File: src/rtl/mmu_tlbmaint_pkg.sv
// mmu_tlbmaint_pkg: shared types and defaults for the TLB-maintenance responder
package mmu_tlbmaint_pkg;

  typedef enum logic {
    NO_CANCEL      = 1'b0,
    CANCEL_ALLOWED = 1'b1
  } cancel_mode_t;

  typedef enum logic [2:0] {
    OP_READ  = 3'd0,
    OP_WRITE = 3'd1,
    OP_PROBE = 3'd2,
    OP_IDXL  = 3'd3,
    OP_IDXJ  = 3'd4
  } tlb_op_t;

  typedef enum logic [2:0] {
    ST_IDLE   = 3'd0,
    ST_CHECK  = 3'd1,
    ST_ACCESS = 3'd2,
    ST_INVAL  = 3'd3,
    ST_DONE   = 3'd4
  } state_t;

  // Latched command; the storage commands share their encoding with tlb_op_t
  typedef enum logic [2:0] {
    CMD_READ  = 3'd0,
    CMD_WRITE = 3'd1,
    CMD_PROBE = 3'd2,
    CMD_IDXL  = 3'd3,
    CMD_IDXJ  = 3'd4,
    CMD_INVD  = 3'd5,
    CMD_INVI  = 3'd6
  } cmd_t;

  localparam int LTLB_ENTRIES_D = 8;
  localparam int JTLB_BASE_D    = 64;

  // Index lies in the hole between the LTLB and the JTLB
  function automatic logic idx_bad(input logic [31:0] idx, input logic [31:0] ltlb,
                                   input logic [31:0] jbase);
    return (idx >= ltlb) && (idx < jbase);
  endfunction

  function automatic logic is_inval(input cmd_t c);
    return (c == CMD_INVD) || (c == CMD_INVI);
  endfunction

endpackage

File: src/rtl/mmu_tlbmaint_inval_walk.sv
// mmu_tlbmaint_inval_walk: walks the micro-TLB entries, one invalidate pulse per cycle
module mmu_tlbmaint_inval_walk
  import mmu_tlbmaint_pkg::*;
#(
  parameter int UTLB_ENTRIES = 4
) (
  input  logic       clock,
  input  logic       reset,
  input  logic       i_en,
  input  logic       i_sel_i,
  output logic       o_inv_d,
  output logic       o_inv_i,
  output logic [1:0] o_idx,
  output logic       o_last
);

  localparam logic [1:0] LAST = 2'(UTLB_ENTRIES - 1);

  logic [1:0] r_cnt;

  // Counter runs while walking, parks on the last entry and clears once the walk ends
  always_ff @(posedge clock) begin
    if (!reset) r_cnt <= '0;
    else r_cnt <= !i_en ? 2'd0 : (r_cnt == LAST) ? r_cnt : r_cnt + 2'd1;
  end

  assign o_inv_d = i_en & ~i_sel_i;
  assign o_inv_i = i_en & i_sel_i;
  assign o_idx   = i_en ? r_cnt : 2'd0;
  assign o_last  = i_en & (r_cnt == LAST);

endmodule

File: src/rtl/mmu_tlbmaint_ctrl.sv
// mmu_tlbmaint_ctrl: sequences processor TLB-maintenance commands against TLB storage
module mmu_tlbmaint_ctrl
  import mmu_tlbmaint_pkg::*;
#(
  parameter int IDX_W        = 9,
  parameter int LTLB_ENTRIES = LTLB_ENTRIES_D,
  parameter int JTLB_BASE    = JTLB_BASE_D,
  parameter int UTLB_ENTRIES = 4
) (
  input  logic             clock,
  input  logic             reset,
  input  cancel_mode_t     cancel_mode_i_m,
  input  logic             cancel_i,
  input  logic             tlbread_i_m,
  input  logic             tlbwrite_i_m,
  input  logic             tlbprobe_i_m,
  input  logic             tlbindexl_i_m,
  input  logic             tlbindexj_i_m,
  input  logic             tlbinvald_i_m,
  input  logic             tlbinvali_i_m,
  output logic             f_stall_mmu_o,
  output logic             rr_stall_mmu_o,
  output logic             mmc_e,
  output logic [IDX_W-1:0] mmc_idx,
  output logic             tlb_req_o,
  output tlb_op_t          tlb_op_o,
  output logic [IDX_W-1:0] tlb_idx_o,
  input  logic             tlb_ack_i,
  input  logic             tlb_hit_i,
  input  logic [IDX_W-1:0] tlb_hit_idx_i,
  output logic             utlb_inv_d_o,
  output logic             utlb_inv_i_o,
  output logic [1:0]       utlb_inv_idx_o
);

  state_t           r_state, w_next, w_go;
  cmd_t             r_cmd, w_cmd, w_cmd_sel;
  logic [6:0]       w_strobes;
  logic             w_any, w_search, w_upd, w_last;
  logic             r_rr_stall, r_f_stall, r_mmc_e;
  logic [IDX_W-1:0] r_mmc_idx;

  assign w_strobes = {tlbinvali_i_m, tlbinvald_i_m, tlbwrite_i_m, tlbread_i_m,
                      tlbprobe_i_m, tlbindexj_i_m, tlbindexl_i_m};
  assign w_any     = |w_strobes;
  assign w_cmd     = tlbinvali_i_m ? CMD_INVI  :
                     tlbinvald_i_m ? CMD_INVD  :
                     tlbwrite_i_m  ? CMD_WRITE :
                     tlbread_i_m   ? CMD_READ  :
                     tlbprobe_i_m  ? CMD_PROBE :
                     tlbindexj_i_m ? CMD_IDXJ  : CMD_IDXL;
  // New strobes only matter in IDLE; elsewhere the latched command rules
  assign w_cmd_sel = (r_state == ST_IDLE) ? w_cmd : r_cmd;
  assign w_go      = is_inval(w_cmd_sel) ? ST_INVAL : ST_ACCESS;
  assign w_search  = (r_cmd == CMD_PROBE) || (r_cmd == CMD_IDXL) || (r_cmd == CMD_IDXJ);
  assign w_upd     = (r_state == ST_ACCESS) && tlb_ack_i;

  // Next-state selection
  always_comb begin
    w_next = r_state;
    unique case (r_state)
      ST_IDLE:   w_next = !w_any ? ST_IDLE : (cancel_mode_i_m == CANCEL_ALLOWED) ? ST_CHECK : w_go;
      ST_CHECK:  w_next = cancel_i ? ST_IDLE : w_go;
      ST_ACCESS: w_next = tlb_ack_i ? ST_DONE : ST_ACCESS;
      ST_INVAL:  w_next = w_last ? ST_DONE : ST_INVAL;
      ST_DONE:   w_next = ST_IDLE;
      default:   w_next = ST_IDLE;
    endcase
  end

  // State, latched command and stalls registered from the upcoming state
  always_ff @(posedge clock) begin
    if (!reset) begin
      r_state    <= ST_IDLE;
      r_cmd      <= CMD_READ;
      r_rr_stall <= 1'b0;
      r_f_stall  <= 1'b0;
    end else begin
      r_state    <= w_next;
      r_cmd      <= w_cmd_sel;
      r_rr_stall <= (w_next == ST_CHECK) || (w_next == ST_ACCESS) || (w_next == ST_INVAL);
      r_f_stall  <= ((w_next == ST_ACCESS) && (w_cmd_sel == CMD_WRITE)) ||
                    ((w_next == ST_INVAL) && (w_cmd_sel == CMD_INVI));
    end
  end

  // MMC error bit and index, updated only when the storage acknowledges
  always_ff @(posedge clock) begin
    if (!reset) begin
      r_mmc_e   <= 1'b0;
      r_mmc_idx <= '0;
    end else if (w_upd) begin
      r_mmc_e   <= w_search ? !tlb_hit_i :
                   (r_cmd == CMD_WRITE) && idx_bad(32'(r_mmc_idx), 32'(LTLB_ENTRIES), 32'(JTLB_BASE));
      r_mmc_idx <= (w_search && tlb_hit_i) ? tlb_hit_idx_i : r_mmc_idx;
    end
  end

  mmu_tlbmaint_inval_walk #(
    .UTLB_ENTRIES(UTLB_ENTRIES)
  ) u_walk (
    .clock   (clock),
    .reset   (reset),
    .i_en    (r_state == ST_INVAL),
    .i_sel_i (r_cmd == CMD_INVI),
    .o_inv_d (utlb_inv_d_o),
    .o_inv_i (utlb_inv_i_o),
    .o_idx   (utlb_inv_idx_o),
    .o_last  (w_last)
  );

  assign tlb_req_o      = (r_state == ST_ACCESS);
  assign tlb_op_o       = tlb_req_o ? tlb_op_t'(r_cmd) : OP_READ;
  assign tlb_idx_o      = !tlb_req_o ? '0 :
                          ((r_cmd == CMD_READ) || (r_cmd == CMD_WRITE)) ? r_mmc_idx :
                          (r_cmd == CMD_IDXJ) ? IDX_W'(JTLB_BASE) : '0;
  assign rr_stall_mmu_o = r_rr_stall;
  assign f_stall_mmu_o  = r_f_stall;
  assign mmc_e          = r_mmc_e;
  assign mmc_idx        = r_mmc_idx;

  a_one_strobe: assert property (@(posedge clock) disable iff (!reset) $onehot0(w_strobes));

endmodule

File: config.mk
export PLATFORM = sky130hd
export DESIGN_NAME = mmu_tlbmaint_ctrl
export DESIGN_NICKNAME = d
export VERILOG_FILES = /design/src/rtl/mmu_tlbmaint_pkg.sv /design/src/rtl/mmu_tlbmaint_inval_walk.sv /design/src/rtl/mmu_tlbmaint_ctrl.sv
export SDC_FILE = /design/constraint.sdc
export NUM_CORES = 1
export LEC_CHECK = 0
export CAP_MARGIN = 20
export CORE_ASPECT_RATIO = 2
export CORE_MARGIN = 5
export CORE_UTILIZATION = 40
export CTS_CLUSTER_SIZE = 12
export DETAILED_ROUTE_END_ITERATION = 7
export GPL_ROUTABILITY_DRIVEN = 0
export PLACE_DENSITY = 0.79
export SLEW_MARGIN = 15
export SYNTH_ARGS = -nofsm -noshare
export SYNTH_HDL_FRONTEND = slang
export SYNTH_HIERARCHICAL = 1
export SYNTH_SLANG_ARGS = --single-unit
File: constraint.sdc
create_clock -name clock -period 2.25 [get_ports clock]
set_clock_uncertainty 0.05 [all_clocks]
set_input_delay 0.225 -clock clock [delete_from_list [all_inputs] [get_ports clock]]
set_output_delay 0.225 -clock clock [all_outputs]
set_load 0.05 [all_outputs]
## Yosys cells after proc, flatten, opt, wreduce, memory -nomap -nowiden

Index checks and enable logic that the tools add are counted.

- Input bits: 22
- Word-level logic and storage cells: 68
- Flip-flop bits (word level): 20

- Order comparisons: 2
- Eq/ne operators: 15
- Multiplexer cells: 20
- Reductions and logical operators: 19
- $add $sub $neg: 1
- Bitwise operators: 4

Operator list:

| cell | number |
|---|---|
| $mux 3 | 10 |
| $eq 3x2->1 const B | 6 |
| $mux 9 | 2 |
| $eq 3x1->1 const B | 4 |
| $eq 3x3->1 const B | 4 |
| $pmux 3 s4 | 1 |
| $ge 9x4->1 const B | 1 |
| $lt 9x7->1 const B | 1 |
| $mux 2 | 4 |
| $logic_or 1x1->1 | 7 |
| $mux 7 | 1 |
| $reduce_or 7->1 | 1 |
| $logic_and 1x1->1 | 6 |
| $logic_not 3->1 | 2 |
| $reduce_and 2->1 | 2 |
| $and 1x1->1 | 3 |
| $add 2x1->2 const B | 1 |
| $eq 2x2->1 const B | 1 |
| $mux 1 | 2 |
| $logic_not 1->1 | 1 |
| $not 1->1 | 1 |

## Longest topological paths before layout

Gate-level depths: netlist (run 1).

- Depth in word-level cells: 16
- Depth in mapped cells: 7
- Mapped depth without buffers: 7

## Hierarchy

The synthesis (run 1) kept the hierarchy.

By module, submodules not included:

| module | area each (µm²) | times used | seq. area each (µm²) | cells each |
|---|---|---|---|---|
| mmu_tlbmaint_ctrl | 952.2 | 1 | 360.3 | 109 |
| mmu_tlbmaint_inval_walk | 115.1 | 1 | 40.0 | 13 |

## Worst setup path after synthesis (run 1)

Ideal clock, no wire load.

- Kind: register to output
- Start: reg r_state[1]
- End: out tlb_idx_o[6]
- Data required time: 1.975 ns
- Data arrival time: 3.279 ns
- Stages on the path, launching flop included: 3
- Buffers on the path: 0
- Setup slack: -1.304 ns
- Cells stage by stage: dfxtp_1 > or3b_4 > a2111oi_0

- Cells in the longest elaborated chain, start to end: 2

RTL lines:

| what | RTL line | text |
|---|---|---|
| start: declaration | mmu_tlbmaint_ctrl.sv:36 | `state_t r_state, w_next, w_go;` |
| start signal: assignment | mmu_tlbmaint_ctrl.sv:79 | `r_state <= w_next;` |
| $eq 3x2->1 | mmu_tlbmaint_ctrl.sv:112 | `assign tlb_req_o = (r_state == ST_ACCESS);` |
| $mux 9 | mmu_tlbmaint_ctrl.sv:114 | `assign tlb_idx_o = !tlb_req_o ? '0 :` |
| end: declaration | mmu_tlbmaint_ctrl.sv:27 | `output logic [IDX_W-1:0] tlb_idx_o,` |

Every way passes these cells.

## Final worst setup path (run 1)

Ends and elaborated chain as after synthesis.

==> results.cfg, run 1 <==
[status]
status = complete, no violations

[cells_and_area]
register_area_um2 = 400.4
multiInputGateArea_um2 = 634.4
nFillCells = 229
final_nets = 199
synthToLayoutAreaGrowth_pct = 60.37
drive_gt1_share_pct = 18.97
finalInstanceArea_um2 = 1712
num_antenna_cells = 0

[floorplan]
start_util_pct = 41.53
rows = 26
dieArea_um2 = 3864
ios = 51
die_w_um = 46.53
die_y_um = 83.05
core_area_um2 = 2570

[global_route]
grt_use_total_pct = 18.36
grt_pass1_wl_um = 5333
grt_max_degree = 15
grt_pass1_vias = 1162
grt-ovfl-total = 0
antenna_found_initial = 0

[synthesis]
synthCells = 122
synth_area_leaders = dfxtp_1 38%, mux2i_1 11%, and2_1 7.0%
synth_area_per_cell_um2 = 8.748
synth_top_cell_by_area = dfxtp_1
synth_nets = 145
yosysWarnings = 6
synth_top_cell_area_share_pct = 37.51
synth_cell_type_count = 37
synth_seq_cells = 20
syn-cell-area_um2 = 1067
ys.flop_type = dfxtp_1
synth_edf_count = 0
synthArstFlopShare_pct = 0
yosysSeqAreaShare_pct = 37.51

[power]
p_clk_share_pct = 21.4
power.internal_w = 0.0006778
seqPwrFrac_pct = 40.8
p_total_w = 0.001064
p_comb_share_pct = 37.8
p_switching_w = 0.0003858
powerDensity_nw_per_um2 = 621.4
irDropWorstVdd_v = 0.0004600
leakagePower_nw = 0.7471
p_sw_share_pct = 36.27

[worst_setup_path]
start_kind = flip-flop
worstSetupPathType = flip-flop to output pin
rr_endpoint = mmc_idx[4]
arrival_ns = 1.81
cp.required_ns = 1.98
worst-r2r-cell-count = 6
crit_path_max_fanout = 7
r2r_start = r_state[1]
rrSetupSlack_ns = 0.40
cp-end-kind = output pin

[sta]
max_slew_margin_pct = 65.76
rsz0062_at_grt = no
finalMaxSlewViolations = 0
setup_viol_count_final = 0
period_share_pct = 92.71
tns_ns = 0
timing.fmax_ghz = 0.4794
fin_crit_ns = 2.086
timing_hold_violations_final = 0
worst_pin_slew_ns = 0.5120

[route]
vias_per_cell = 5.356
wl_per_cell_um = 15.81
dr.pass1.iters = 4
vias = 1082
post-route-drc-count = 0
drt-initial-drc-count = 17
routed_wl_um = 3194
ant_nets = 0

[place]
placed_area_um2 = 1670
place_hpwl_um = 2642
port_buffers = 50

[clock_network]
numCtsBuffers = 3
worstSkewPairLatency_ns = 0.26
ctsHoldBuffers = 0
cts_setup_buffers = 0
cts_max_level = 1
cts-root-buf = clkbuf_8
cts_resized = 0
path_clk_slew_ns = 0.07
cts_tree = built
cts.sinks = 20
cts.path.max_buffers = 2

[flow_run]
drv_cap = 0

[hold_path]
hold_class = flip-flop to flip-flop
min_path_cells = 2
hp-start = mmc_idx[2]
whs_endpoint = mmc_idx[2]
[area by class of cell]
cell class / count / area share [%]
inverters: 6 / 1.316
well taps: 28 / 2.047
flip-flops and latches: 20 / 23.39
multi-input cells: 94 / 37.06
repair buffers: 51 / 33.77
clock buffers: 3 / 2.412
[metal layers]
layer / part of all wire, % / up-vias / track usage, %
met5: 0 / - / 0
met4: 3.0 / 0 / 9.067
met3: 7.4 / 8 / 4.978
met2: 55 / 51 / 31.91
met1: 35 / 489 / 18.46
li1: - / 534 / -
[cells by family (layout without fill, tap and decap cells)]
kind of cell             after synthesis  in the layout  synth area share (%)
AO/OA/AOI/OAI                         19             19                 12.43
flip-flops                            20             20                 37.51
adder cells (fa/ha/maj)                1              1                 1.172
buffers and inverters                  8             60                 3.634
AND/OR/NAND/NOR                       59             59                 31.30
XOR/XNOR                               2              2                 1.642
multiplexers                          13             13                 12.31
[state kept, by name (all words and copies together), names as in the netlist]
signal,count
f_stall_mmu_o,1
mmc_e,1
mmc_idx,9
r_cmd,3
r_state,3
rr_stall_mmu_o,1
u_walk/r_cnt,2
[how the worst max path moves through the flow]
stage / startpoint / to / slack [ns] / cells past startpoint
after floorplan: r_state[1] / tlb_idx_o[6] / 0.05 / 2
after global placement: tlbread_i_m / rr_stall_mmu_o / 0.25 / 6
after detailed placement: tlbread_i_m / rr_stall_mmu_o / 0.19 / 6
after CTS: r_state[1] / tlb_idx_o[6] / 0.16 / 3
after global routing: r_state[1] / tlb_idx_o[8] / 0.09 / 5
final: r_state[1] / tlb_idx_o[6] / 0.16 / 3
[power by group through the flow]
| stage | registers, W | logic (W) | clock network (W) |
|---|---|---|---|
| 2_1_floorplan | 0.000479 | 0.000220 | 0 |
| 3_3_place_gp | 0.000439 | 0.000394 | 0 |
| 3_5_place_dp | 0.000441 | 0.000402 | 0 |
| 4_1_cts | 0.000433 | 0.000404 | 0.000236 |
| 5_1_grt | 0.000441 | 0.000434 | 0.000248 |
| 6_report | 0.000434 | 0.000402 | 0.000228 |
[metrics by stage]
stage	hold WS, ns	instances	util (%)	setup WS, ns
3_3_place_gp	0.4442	199	65.00	0.2474
6_report	0.4708	202	66.60	0.1640
4_1_cts	0.4796	202	66.60	0.1565
3_5_place_dp	0.4582	199	65.00	0.1853
2_1_floorplan	0.2967	122	-	0.04685
5_1_grt	0.5077	202	66.60	0.08978
[layout by cell type (no fill, tap or decap), types with 2 or more instances in the layout]
master,n
buf_12,9
o31ai_1,3
nor3_1,5
and2_2,3
mux2i_1,12
buf_4,9
o311ai_0,2
nand2b_1,3
clkbuf_8,3
nand2_1,3
or3_1,2
nor2_1,20
inv_1,5
a31oi_1,3
and2_1,12
xor2_1,2
clkdlybuf4s50_1,33
a21oi_1,3
dfxtp_1,20
o21ai_0,3
[critical path: stages (launching register included)]
cell	delay, ns
dfxtp_1	0.44
or3b_4	0.44
a2111oi_2	0.48
buf_12	0.20
[synth_stat cells, types with 2 or more instances]
master,number
nor3_1,5
mux2i_1,12
xor2_1,2
a21oi_1,3
nor2_1,20
and2_1,12
o21ai_0,3
nand2_1,3
and2_2,3
or3_1,2
nand2b_1,3
inv_1,5
dfxtp_1,20
a31oi_1,3
o31ai_1,3
o311ai_0,2
No activity file was read; power rests on OpenSTA's default activity.
==> inputs of run 2 (changes only) <==
--- a/config.mk
+++ b/config.mk
@@ -12,7 +12,7 @@
 export CTS_CLUSTER_SIZE = 12
 export DETAILED_ROUTE_END_ITERATION = 7
 export GPL_ROUTABILITY_DRIVEN = 0
-export PLACE_DENSITY = 0.79
+export PLACE_DENSITY = 0.84
 export SLEW_MARGIN = 15
 export SYNTH_ARGS = -nofsm -noshare
 export SYNTH_HDL_FRONTEND = slang
==> run 2 against run 1 <==
  * Sequential power is essentially flat
  * Critical endpoint unchanged
  * Final area up 1.8%
  * Flip-flop and latch count stayed put
  * Die area did not move
  * Sequential share of layout area decreased by 0.40 points
  * Final cell count up 0.50%
  * First-iteration DRC count up 47%
  * Largest cell class unchanged
  * Via count increased by 3.7%
  * Setup slack got worse by 0.048 ns
  * Clock power increased by 58%
  * Register-to-register slack worse by 0.04 ns
  * Critical path type unchanged
  * Maximum frequency is 2.3% lower
==> results.cfg, run 2 (same netlist as run 1, synthesis figures left out) <==
[worst_setup_path]
cp.required_ns = 1.98
slowest_stage = a2111oi_2
crit_path_max_fanout = 7
cp_cell_sequence = or3b_4 -> a2111oi_2 -> buf_12
worstSetupPathType = flip-flop to output pin
cp-end-kind = output pin
r2r_start = r_state[1]
start_kind = flip-flop
crit_start = r_state[1]
arrival_ns = 1.86
critPathMaxStageDelay_ns = 0.51

[cells_and_area]
final_cell_mix = 33 x clkdlybuf4s50_1, 20 x nor2_1, 20 x dfxtp_1, 12 x and2_1, 12 x mux2i_1
register_area_um2 = 400.4
multiInputGateArea_um2 = 634.4
final_common_cell = clkdlybuf4s50_1
nFillCells = 200
num_antenna_cells = 0
drive_gt1_share_pct = 19.43
synthToLayoutAreaGrowth_pct = 63.19
largest_reg_flops = 9
final_nets = 199

[global_route]
grt-ovfl-total = 0
grt_pass1_vias = 1250
antenna_found_initial = 0
grt_pass1_wl_um = 5526
grt_max_degree = 15
grt_use_total_pct = 19.01

[route]
vias = 1122
post-route-drc-count = 0
dr.pass1.iters = 4
vias_per_cell = 5.527
drt-initial-drc-count = 25
ant_nets = 0
routed_wl_um = 3312
wl_per_cell_um = 16.32

[sta]
tns_ns = 0
period_share_pct = 94.85
worst_pin_slew_ns = 0.5255
rsz0062_at_grt = no
hold_slack_ns = 0.4920
finalWorstSetupSlack_ns = 0.1158
timing_hold_violations_final = 0
fin_crit_ns = 2.134
timing.fmax_ghz = 0.4686
max_slew_margin_pct = 64.86
finalMaxSlewViolations = 0
setup_viol_count_final = 0

[place]
post-place-ws_ns = 0.1674
port_buffers = 50
place_hpwl_um = 2642

[power]
p_switching_w = 0.0004057
seqPwrFrac_pct = 36.3
leakagePower_nw = 0.7613
irDropWorstVdd_v = 0.0004892
power.internal_w = 0.0007963
p_clk_share_pct = 30.0
powerDensity_nw_per_um2 = 690.1
p_sw_share_pct = 33.75
p_comb_share_pct = 33.7

[hold_path]
hp-start = u_walk/r_cnt[0]
hold_class = flip-flop to flip-flop

[floorplan]
die_y_um = 83.05
start_util_pct = 41.53
die_w_um = 46.53
rows = 26
dieArea_um2 = 3864
ios = 51
core_area_um2 = 2570

[clock_network]
cts.sinks = 20
cts_tree = built
cts_setup_buffers = 0
numCtsBuffers = 3
path_clk_slew_ns = 0.07
worstSkewPairLatency_ns = 0.27
ctsHoldBuffers = 0
cts-root-buf = clkbuf_8
cts.path.max_buffers = 2
cts_max_level = 1
cts_resized = 0

[flow_run]
drv_cap = 0

[status]
status = complete, no violations
-- run 2: changes by cell type in the layout (fill, tap and decap cells not counted) --
cell	previous run	this run
bufinv_16	0	1
-- run 2: final timing paths --
path / cells after the start / slack, ns / to
setup / recovery: 3 / 0.12 / tlb_idx_o[6]
setup reg to reg: 6 / 0.36 / mmc_idx[5]
hold reg to reg: 2 / 0.49 / u_walk/r_cnt[0]
hold / removal: 2 / 0.49 / u_walk/r_cnt[0]
-- run 2: power by group through the flow --
stage                     clock network [W]  registers, W  logic [W]
after CTS                          0.000368      0.000435   0.000407
after detailed placement                  0      0.000442   0.000403
after global placement                    0      0.000442   0.000392
final                              0.000360      0.000436   0.000406
after global routing               0.000380      0.000441   0.000436
after floorplan                           0      0.000479   0.000220
-- run 2: through the flow --
| step | power, W | util (%) | area [µm²] | std cells |
|---|---|---|---|---|
| 2_1_floorplan | 0.0006991 | - | 1074 | 122 |
| 3_3_place_gp | 0.0008340 | 65.00 | 1670 | 199 |
| 3_5_place_dp | 0.0008453 | 65.00 | 1670 | 199 |
| 4_1_cts | 0.001210 | 67.77 | 1742 | 203 |
| 5_1_grt | 0.001257 | 67.77 | 1742 | 203 |
| 6_report | 0.001202 | 67.77 | 1742 | 203 |
-- run 2: critical path: cells and delay by family (launching register included) --
kind                   cells  cell delay (ns)
AO/OA/AOI/OAI              1             0.51
AND/OR/NAND/NOR            1             0.45
flip-flops                 1             0.44
buffers and inverters      1             0.20
-- run 2: layer usage --
layer / part of all wire (%) / track usage (%) / wire (µm) / vias to the layer above
met5: 0 / 0 / 0 / -
met4: 2.8 / 8.549 / 93 / 0
met2: 57 / 35.05 / 1880 / 56
met3: 7.0 / 4.762 / 232 / 10
li1: - / - / - / 537
met1: 33 / 17.69 / 1106 / 519
-- run 2: final cells by class --
type,count,share of cell area (%)
tap,28,2.011
multi-input combinational,94,36.42
clock inverter,1,1.724
clock buffer,3,2.371
sequential,20,22.99
inverter,6,1.293
timing repair buffer,51,33.19
